$ cat config.mk
export PLATFORM = sky130hd
export DESIGN_NAME = rom_access_arbiter
export DESIGN_NICKNAME = d
export VERILOG_FILES = /design/src/rtl/rom_access_arbiter.sv
export SDC_FILE = /design/constraint.sdc
export NUM_CORES = 1
export LEC_CHECK = 0
export ABC_CLOCK_PERIOD_IN_PS = 2600
export CAP_MARGIN = 40
export CORE_ASPECT_RATIO = 0.75
export CORE_UTILIZATION = 45
export DETAILED_ROUTE_END_ITERATION = 8
export HOLD_SLACK_MARGIN = 0.15
export PLACE_DENSITY_LB_ADDON = 0.08
export SLEW_MARGIN = 30
export SYNTH_ARGS = -nofsm -noshare
export SYNTH_HDL_FRONTEND = slang
export SYNTH_SLANG_ARGS = --single-unit
$ cat constraint.sdc
create_clock -name clk -period 2.6 [get_ports clk]
set_clock_uncertainty 0.05 [all_clocks]
set_input_delay 0.52 -clock clk [delete_from_list [all_inputs] [get_ports clk]]
set_output_delay 0.52 -clock clk [all_outputs]
set_load 0.02 [all_outputs]
$ cat src/rtl/rom_access_arbiter.sv
// rom_access_arbiter: round-robin sharing of the single-port ID ROM between
// the user-ID lookup controller (requester 0) and the password lookup
// controller (requester 1). One ROM read per grant. The nibble comes back to
// the winner with a one-cycle valid strobe after the ROM's fixed latency.
module rom_access_arbiter #(
  parameter int ADDR_W  = 5,
  parameter int DATA_W  = 4,
  parameter int ROM_LAT = 2
) (
  input  logic              clk,
  input  logic              rst,
  input  logic              req0,
  input  logic [ADDR_W-1:0] addr0,
  input  logic              req1,
  input  logic [ADDR_W-1:0] addr1,
  output logic              gnt0,
  output logic              gnt1,
  output logic              valid0,
  output logic              valid1,
  output logic [DATA_W-1:0] rdata,
  output logic              busy,
  output logic [ADDR_W-1:0] rom_addr,
  input  logic [DATA_W-1:0] rom_q
);

  // The wait counter only has to reach ROM_LAT-1.
  localparam int CNT_W = (ROM_LAT > 1) ? $clog2(ROM_LAT) : 1;
  localparam logic [CNT_W-1:0] LAST_CNT = CNT_W'(ROM_LAT - 1);

  typedef enum logic [1:0] {
    S_IDLE    = 2'd0,
    S_WAIT    = 2'd1,
    S_CAPTURE = 2'd2
  } state_t;

  state_t            state, state_nxt;
  logic [CNT_W-1:0]  wcnt, wcnt_nxt;
  logic              owner, owner_nxt;
  logic              last, last_nxt;
  logic              sel;
  logic [ADDR_W-1:0] addr_nxt;
  logic [DATA_W-1:0] rdata_nxt;
  logic              gnt0_nxt, gnt1_nxt;
  logic              valid0_nxt, valid1_nxt;

  // Requester choice: a lone request wins outright; under contention the
  // requester that was not served last wins, so grants alternate.
  always_comb begin
    sel = 1'b0;
    if (req0 && req1) begin
      sel = ~last;
    end else if (req1) begin
      sel = 1'b1;
    end
  end

  // Next-state and next-output decode.
  always_comb begin
    state_nxt  = state;
    wcnt_nxt   = wcnt;
    owner_nxt  = owner;
    last_nxt   = last;
    addr_nxt   = rom_addr;
    rdata_nxt  = rdata;
    gnt0_nxt   = 1'b0;
    gnt1_nxt   = 1'b0;
    valid0_nxt = 1'b0;
    valid1_nxt = 1'b0;
    case (state)
      S_IDLE: begin
        if (req0 || req1) begin
          // Address is captured only from the selected requester.
          owner_nxt = sel;
          addr_nxt  = sel ? addr1 : addr0;
          gnt0_nxt  = ~sel;
          gnt1_nxt  = sel;
          wcnt_nxt  = '0;
          state_nxt = S_WAIT;
        end
      end
      S_WAIT: begin
        // Stays here exactly ROM_LAT cycles while the ROM pipeline fills.
        wcnt_nxt = wcnt + 1'b1;
        if (wcnt == LAST_CNT) begin
          state_nxt = S_CAPTURE;
        end
      end
      S_CAPTURE: begin
        rdata_nxt  = rom_q;
        valid0_nxt = ~owner;
        valid1_nxt = owner;
        last_nxt   = owner;
        state_nxt  = S_IDLE;
      end
      default: begin
        // Unreachable encoding: fall back to idle reset values, keeping the
        // fairness pointer so recovery does not bias the next contention.
        state_nxt = S_IDLE;
        wcnt_nxt  = '0;
        owner_nxt = 1'b0;
        addr_nxt  = '0;
        rdata_nxt = '0;
      end
    endcase
  end

  // State register and registered outputs; reset discards any read in flight.
  always_ff @(posedge clk or negedge rst) begin
    if (!rst) begin
      state    <= S_IDLE;
      wcnt     <= '0;
      owner    <= 1'b0;
      last     <= 1'b1;
      rom_addr <= '0;
      rdata    <= '0;
      gnt0     <= 1'b0;
      gnt1     <= 1'b0;
      valid0   <= 1'b0;
      valid1   <= 1'b0;
    end else begin
      state    <= state_nxt;
      wcnt     <= wcnt_nxt;
      owner    <= owner_nxt;
      last     <= last_nxt;
      rom_addr <= addr_nxt;
      rdata    <= rdata_nxt;
      gnt0     <= gnt0_nxt;
      gnt1     <= gnt1_nxt;
      valid0   <= valid0_nxt;
      valid1   <= valid1_nxt;
    end
  end

  // A read is outstanding whenever the arbiter has left IDLE.
  assign busy = (state != S_IDLE);

endmodule

; ---- Yosys cells after proc, flatten, opt, wreduce, memory -nomap -nowiden
; Index checks and enable logic that the tools add are counted.
[word_totals]
ff_bits = 18
word_cells = 48
output_inout_bits = 14
[classes]
addsub = 1
reduce_logical = 9
n_eq_ne = 4
mux = 19
n_bitwise = 5
[ops]
columns = operator, count
row1 = 1-bit two-way mux, 10
row2 = 5-bit two-way mux, 2
row3 = 5-bit one-hot mux with 2 select lines, 1
row4 = 4-bit one-hot mux with 2 select lines, 1
row5 = 2-bit AND reduction, 3
row6 = 1-bit inverter, 5
row7 = 2-bit two-way mux, 2
row8 = "2-bit inequality test, second input constant", 2
row9 = 2-bit one-hot mux with 2 select lines, 1
row10 = 2-bit OR reduction, 2
row11 = 1-bit one-hot mux with 3 select lines, 1
row12 = "2-bit by 1-bit equality test with 1-bit output, second input constant", 1
row13 = "2-bit equality test, second input constant", 1
row14 = 2-bit logical NOT, 1
row15 = 1-bit one-hot mux with 2 select lines, 1
row16 = 2-bit nonzero test, 1
row17 = "1-bit adder, second input constant", 1
row18 = 1-bit logical AND, 1
row19 = 1-bit logical OR, 1

; ---- Depth between registers and ports, before layout
; Gate-level depths: netlist of the first run.
[depth]
depth_word = 5
depth_mapped = 6
mapped_depth_nobuf = 5

; ---- Least setup slack after synthesis of the first run
; OpenSTA, ideal clock, no wires.
[synth_path]
kind = register to output
startpoint = reg state[0]
endpoint = out busy
slack_ps = 1101
path_stages_with_launch = 5
arrival_ps = 929
cell_sequence = dfrtp_1 -> inv_1 -> ha_1 -> buf_4 -> inv_1
[synth_between]
elab_chain_cells = 1
[synth_rtl]
columns = element, line
row1 = from (decl), 36  ; state_t state, state_nxt;
row2 = from (signal assigned), 121  ; state <= state_nxt;
row3 = 2-bit nonzero test, 135  ; assign busy = (state != S_IDLE);
row4 = to (decl), 21  ; output logic busy,
; Every way passes these cells.

; ---- Final worst setup path of the first run
[layout_path]
startpoint = reg state[1]
endpoint = out busy
; Same word-level chain as after synthesis.

==> results of run 1 <==
-- path summary, 6_finish.rpt --
check | from | end | slack [ps] | depth (start not counted)
hold reg to reg | owner$_DFFE_PN0P_ | valid0$_DFF_PN0_ | 410 | 1
hold / removal | owner$_DFFE_PN0P_ | valid0$_DFF_PN0_ | 410 | 1
setup reg to reg | state[1]$_DFFE_PN0P_ | rom_addr[0]$_DFFE_PN0P_ | 820 | 5
min in group asynchronous | rst | rdata[2]$_DFFE_PN0N_ | 470 | 1
max in group asynchronous | rst | last$_DFFE_PN1N_ | 1510 | 2
setup / recovery | state[1]$_DFFE_PN0P_ | busy | 230 | 4
-- per-stage QoR --
stage / util [%] / power (mW)
2_1_floorplan: - / 0.8621
3_3_place_gp: 67.27 / 1.103
3_5_place_dp: 67.27 / 1.123
4_1_cts: 69.38 / 1.298
5_1_grt: 70.03 / 1.382
6_report: 70.03 / 1.293
-- where the power goes --
part           total [mW]  internal (mW)  switching [mW]
clock               0.174         0.0854          0.0883
combinational       0.678          0.316           0.362
sequential          0.441          0.386          0.0559
total                1.29          0.787           0.506
-- cell usage in the layout, fill, tap and decap left out, drive strengths merged --
cell           Yosys  routed
dfstp              1       1
clkbuf             0       4
and2               1       1
a21oi              4       4
nor2b              2       2
o21bai             1       1
a21o               1       1
buf                1       1
nor2               2       2
o21ai              4       4
a221o              5       5
mux2               3       3
ha                 5       5
a21boi             5       5
or3b               1       1
clkdlybuf4s50      0      31
nand3              4       4
nand2              7       7
dfrtp             17      17
inv                5       5
a211oi             2       2
-- worst reg2reg max path: stages, from the launching register on --
cell      delay (ps)
dfrtp_1          410
inv_1            130
ha_1             360
nand2_1          130
a211oi_2         410
a221o_1          230
-- sequential cells by signal (all words and copies together) (netlist names) --
name	cells
valid0	1
wcnt	1
gnt0	1
gnt1	1
valid1	1
state	2
rom_addr	5
owner	1
rdata	4
last	1
-- layer usage --
| layer | up-vias | wire (µm) | share of wire [%] | GRT usage (%) |
|---|---|---|---|---|
| met1 | 306 | 866 | 50 | 26.11 |
| met4 | 0 | 0 | 0 | 8.108 |
| li1 | 324 | - | - | - |
| met5 | - | 0 | 0 | 0 |
| met2 | 28 | 743 | 43 | 34.09 |
| met3 | 0 | 137 | 7.8 | 7.843 |
-- cell type report --
type / count / area (µm²)
Multi-Input combinational cell: 47 / 351.6
Clock buffer: 4 / 36.28
Inverter: 5 / 18.77
Timing Repair Buffer: 32 / 321.6
Sequential cell: 18 / 451.7
Tap cell: 22 / 27.53
Fill cell: 127 / 516.7
-- logic make-up after synthesis --
family          share of synthesized area, %
flops                                  54.45
simple gates                           10.11
compound gates                         20.66
buf+inv                                3.168
mux                                    4.072
fa+ha+maj                              7.541
==> reports/metrics.cfg, run 1 <==
[run_status]
run_status = finished clean

[routing]
post-route-drc-count = 0
vias_per_cell = 5.141
antenna_left = 0
drt_wl_total_mm = 1.746
dr.first_iter.drc_count = 14
vias = 658
firstDrtPassIters = 4
avgRoutedWirePerCell_um = 13.64

[worst_setup_path]
max_stage_delay_ps = 540
worst-path-buf-inv = 3
critPathArrivalTime_ps = 1800
crit_path_start_kind = flip-flop
critPathKind = reg -> out
cp_top_family = buffers and inverters
cpMostUsedCell = inv_1
crit_fanout = 11
cp-end-kind = primary output
critPathRequiredTime_ps = 2030
slowest_stage = clkdlybuf4s50_1
crit_chain = inv_1 > ha_1 > inv_1 > clkdlybuf4s50_1

[synth]
postSynthAreaPerCell_um2 = 11.68
yosys_warnings = 0
ys_top_cells_by_area = dfrtp_1 (51%), ha_1 (7.5%), a221o_1 (6.0%)
synth-edff-count = 0
postSynth.asyncResetShare_pct = 100.0
ys_seq_elements = 18
syn-instance-count = 71
yosysTopAreaCell = dfrtp_1
yosysMostFrequentCell = dfrtp_1
synth_cell_type_count = 20
synth.cell_area_um2 = 829.5
synth_common_cells = dfrtp_1 (17), nand2_1 (7), a221o_1 (5), ha_1 (5), inv_1 (5)
postSynthNetCount = 94
synth_top_area_share_pct = 51.28
synth_flop_cell = dfrtp_1
ys_seq_area_share_pct = 54.45

[timing]
maxSlewHeadroom_pct = 68.61
hold_violations = 0
finalSetupViolCount = 0
fmax_ghz = 0.4222
finalCritPeriodShare_pct = 91.09
worst_slack_ps = 231.7
worst_slew_pin_slew_ps = 470.0
report.final.slew_viol_count = 0
rsz0062_at_grt = false
period_minus_slack_ps = 2368
setup_tns_ps = 0
whs_ps = 413.5

[die]
fp.dieH_um = 39.19
die_x_um = 51.58
start_util_pct = 48.11
die-area_mm2 = 0.002021
design.core.area_mm2 = 0.001724
io_pins = 32
rows = 13

[placed_design]
placed_area_mm2 = 0.001160
placed_cells = 123
post-place-ws_ps = 552.8
hpwl_mm = 1.289
io_buffers = 31
gp_congestion = 0.7611

[global_routing]
antenna_found_initial = 0
grt_overflow = 0
grt_pass1_wl_mm = 2.863
grt_max_degree = 19
grt_pass1_vias = 631
grtUsageTotal_pct = 21.19

[clock_tree]
clkLatencyLatePin_ps = 290
numCtsBuffers = 3
postCtsSetupBuffers = 0
cts_tree = built
clock_sinks = 18
cts_buffer_depth = 2
holdBufCountCts = 0
cts.repair.resized = 0
cts.clk_slew.worst_paths_ps = 100
cts-htree-levels = 1
cts_root_buf = clkbuf_4

[final_layout]
area_growth_pct = 45.55
final-instance-count-excl-fill = 128
drive_above_1_share_pct = 12.26
antennaDiodeCount = 0
fin_area_mm2 = 0.001207
num-nets-final = 130

[power_and_ir_drop]
p_per_area_mw_per_mm2 = 1071
p_leak_nw = 0.5564
peakVddDrop_mv = 0.6766

[hold_path]
hold_class = reg -> reg

[run]
cap_violations = 0

(Power assumes the default switching activity.)
==> run 2: changes to the inputs <==
Settings changed: CAP_MARGIN 40 to 20, SETUP_SLACK_MARGIN from default to 0.2.
==> run 2 against run 1 <==
Utilization is 0.073 points higher; largest cell class unchanged; maximum frequency grew 5.3%; critical endpoint unchanged; flip-flop and latch count is the same; design area increased by 0.10%; setup slack gained 120 ps; combinational power up 4.7%.
==> reports/metrics.cfg, run 2 (synthesized netlist as in run 1, its figures left out) <==
[die]
io_pins = 32  ; unchanged
die_x_um = 51.58  ; unchanged
rows = 13  ; unchanged
design.core.area_mm2 = 0.001724  ; unchanged
start_util_pct = 48.11  ; unchanged
fp.dieH_um = 39.19  ; unchanged
die-area_mm2 = 0.002021  ; unchanged

[final_layout]
layout_commonest_cell = clkdlybuf4s50_1  ; unchanged
largest_reg_flops = 5  ; unchanged
reg_top3 = rom_addr x5, rdata x4, state x2  ; unchanged
drive_above_1_share_pct = 12.38  ; was 12.26%
area_growth_pct = 45.70  ; was 45.55%
regMostFlops = rom_addr  ; unchanged
antennaDiodeCount = 0  ; unchanged
num-nets-final = 129  ; was 130
mostFrequentLayoutCells = clkdlybuf4s50_1 (31), dfrtp_1 (17), nand2_1 (7)  ; unchanged

[worst_setup_path]
crit_chain = inv_1 > ha_4 > inv_1 > clkdlybuf4s50_1  ; was inv_1 > ha_1 > inv_1 > clkdlybuf4s50_1
max_stage_delay_ps = 590  ; was 540 ps
cp_top_family = buffers and inverters  ; unchanged
crit_fanout = 11  ; unchanged
slowest_stage = clkdlybuf4s50_1  ; unchanged
worst-path-buf-inv = 3  ; unchanged
crit_path_start_kind = flip-flop  ; unchanged
cpMostUsedCell = inv_1  ; unchanged
crit_start = state[0]$_DFFE_PN0P_  ; was state[1]$_DFFE_PN0P_
critPathKind = reg -> out  ; unchanged
critPathArrivalTime_ps = 1680  ; was 1800 ps
cp-end-kind = primary output  ; unchanged
regToRegStartpoint = state[1]$_DFFE_PN0P_  ; unchanged
r2r_slack_ps = 940  ; was 820 ps
critPathRequiredTime_ps = 2030  ; about the same

[routing]
wl_met1_um = 890  ; was 866 µm
dr.first_iter.drc_count = 12  ; was 14
antenna_left = 0  ; unchanged
vias = 644  ; was 658
drt_wl_total_mm = 1.732  ; was 1.746 mm
highest_layer = met4  ; was met3
avgRoutedWirePerCell_um = 13.64  ; about the same
vias_per_cell = 5.071  ; was 5.141
post-route-drc-count = 0  ; unchanged
wl_met2_um = 709  ; was 743 µm
routed-wl-met3_um = 103  ; was 137 µm
firstDrtPassIters = 4  ; unchanged

[hold_path]
hold_class = reg -> reg  ; unchanged
hold_start = owner$_DFFE_PN0P_  ; unchanged

[clock_tree]
clkLatencyLatePin_ps = 300  ; was 290 ps
cts_tree = built  ; unchanged
postCtsSetupBuffers = 0  ; unchanged
cts_root_buf = clkbuf_4  ; unchanged
cts.clk_slew.worst_paths_ps = 110  ; was 100 ps
numCtsBuffers = 3  ; unchanged
cts_buffer_depth = 2  ; unchanged
holdBufCountCts = 0  ; unchanged
cts-htree-levels = 1  ; unchanged
clock_sinks = 18  ; unchanged

[placed_design]
gp_congestion = 0.7611  ; unchanged
io_buffers = 31  ; unchanged
hpwl_mm = 1.289  ; unchanged

[timing]
worst_slew_pin_slew_ps = 777.7  ; was 470.0 ps
rsz0062_at_grt = false  ; unchanged
fmax_ghz = 0.4446  ; was 0.4222 GHz
finalSetupViolCount = 0  ; unchanged
maxSlewHeadroom_pct = 47.99  ; was 68.61%
period_minus_slack_ps = 2249  ; was 2368 ps
finalCritPeriodShare_pct = 86.51  ; was 91.09%
setup_tns_ps = 0  ; unchanged
report.final.slew_viol_count = 0  ; unchanged
hold_violations = 0  ; unchanged

[global_routing]
grt_max_degree = 19  ; unchanged
antenna_found_initial = 0  ; unchanged
grtUsageTotal_pct = 21.19  ; unchanged
grt_overflow = 0  ; unchanged
grt_pass1_vias = 631  ; unchanged
grt_pass1_wl_mm = 2.863  ; unchanged

[power_and_ir_drop]
p_per_area_mw_per_mm2 = 1096  ; was 1071 mW/mm²
peakVddDrop_mv = 0.7162  ; was 0.6766 mV
p_leak_nw = 0.5510  ; was 0.5564 nW
p_total_mw = 1.325  ; was 1.293 mW

[run]
cap_violations = 0  ; unchanged

[run_status]
run_status = finished clean  ; unchanged

-- run 2: routing by layer --
| layer | vias up | global-route usage [%] |
|---|---|---|
| li1 | 322 | - |
| met1 | 298 | 26.11 |
| met2 | 19 | 34.09 |
| met3 | 5 | 7.843 |
| met4 | 0 | 8.108 |
| met5 | - | 0 |
-- run 2: layout make-up --
type / instances / area [µm²]
Clock buffer: 4 / 36.28
Fill cell: 126 / 515.5
Inverter: 5 / 18.77
Multi-Input combinational cell: 47 / 364.1
Sequential cell: 18 / 451.7
Tap cell: 22 / 27.53
Timing Repair Buffer: 31 / 310.3
-- run 2: what timing repair did --
item / in CTS / in global routing
endpoints found under the hold margin: 0 / 0
setup endpoints to repair: 0 / 1
gates resized for setup: 0 / 2
-- run 2: where the power goes --
| part | internal, mW | switching [mW] |
|---|---|---|
| Sequential | 0.386 | 0.0556 |
| Combinational | 0.341 | 0.369 |
| Clock | 0.0855 | 0.0884 |
-- run 2: worst paths after layout --
path,end,cells past startpoint
min,valid0$_DFF_PN0_,1
max,busy,4
min in group asynchronous,rom_addr[0]$_DFFE_PN0P_,1
min reg2reg,valid0$_DFF_PN0_,1
max reg2reg,state[0]$_DFFE_PN0P_,5
max in group asynchronous,rom_addr[2]$_DFFE_PN0P_,1
-- run 2: stage by stage --
step / instances / hold slack [ps] / utilization, % / setup WS [ps] / instance area, µm²
finish: 127 / 411.8 / 70.10 / 350.8 / 1209
CTS: 127 / 418.9 / 69.38 / 212.4 / 1196
global route: 127 / 439.1 / 70.10 / 253.5 / 1209
detailed placement: 123 / 404.8 / 67.27 / 552.8 / 1160
global placement: 123 / 384.8 / 67.27 / 605.1 / 1160
floorplan: 71 / 174.4 / - / 1101 / 829.5
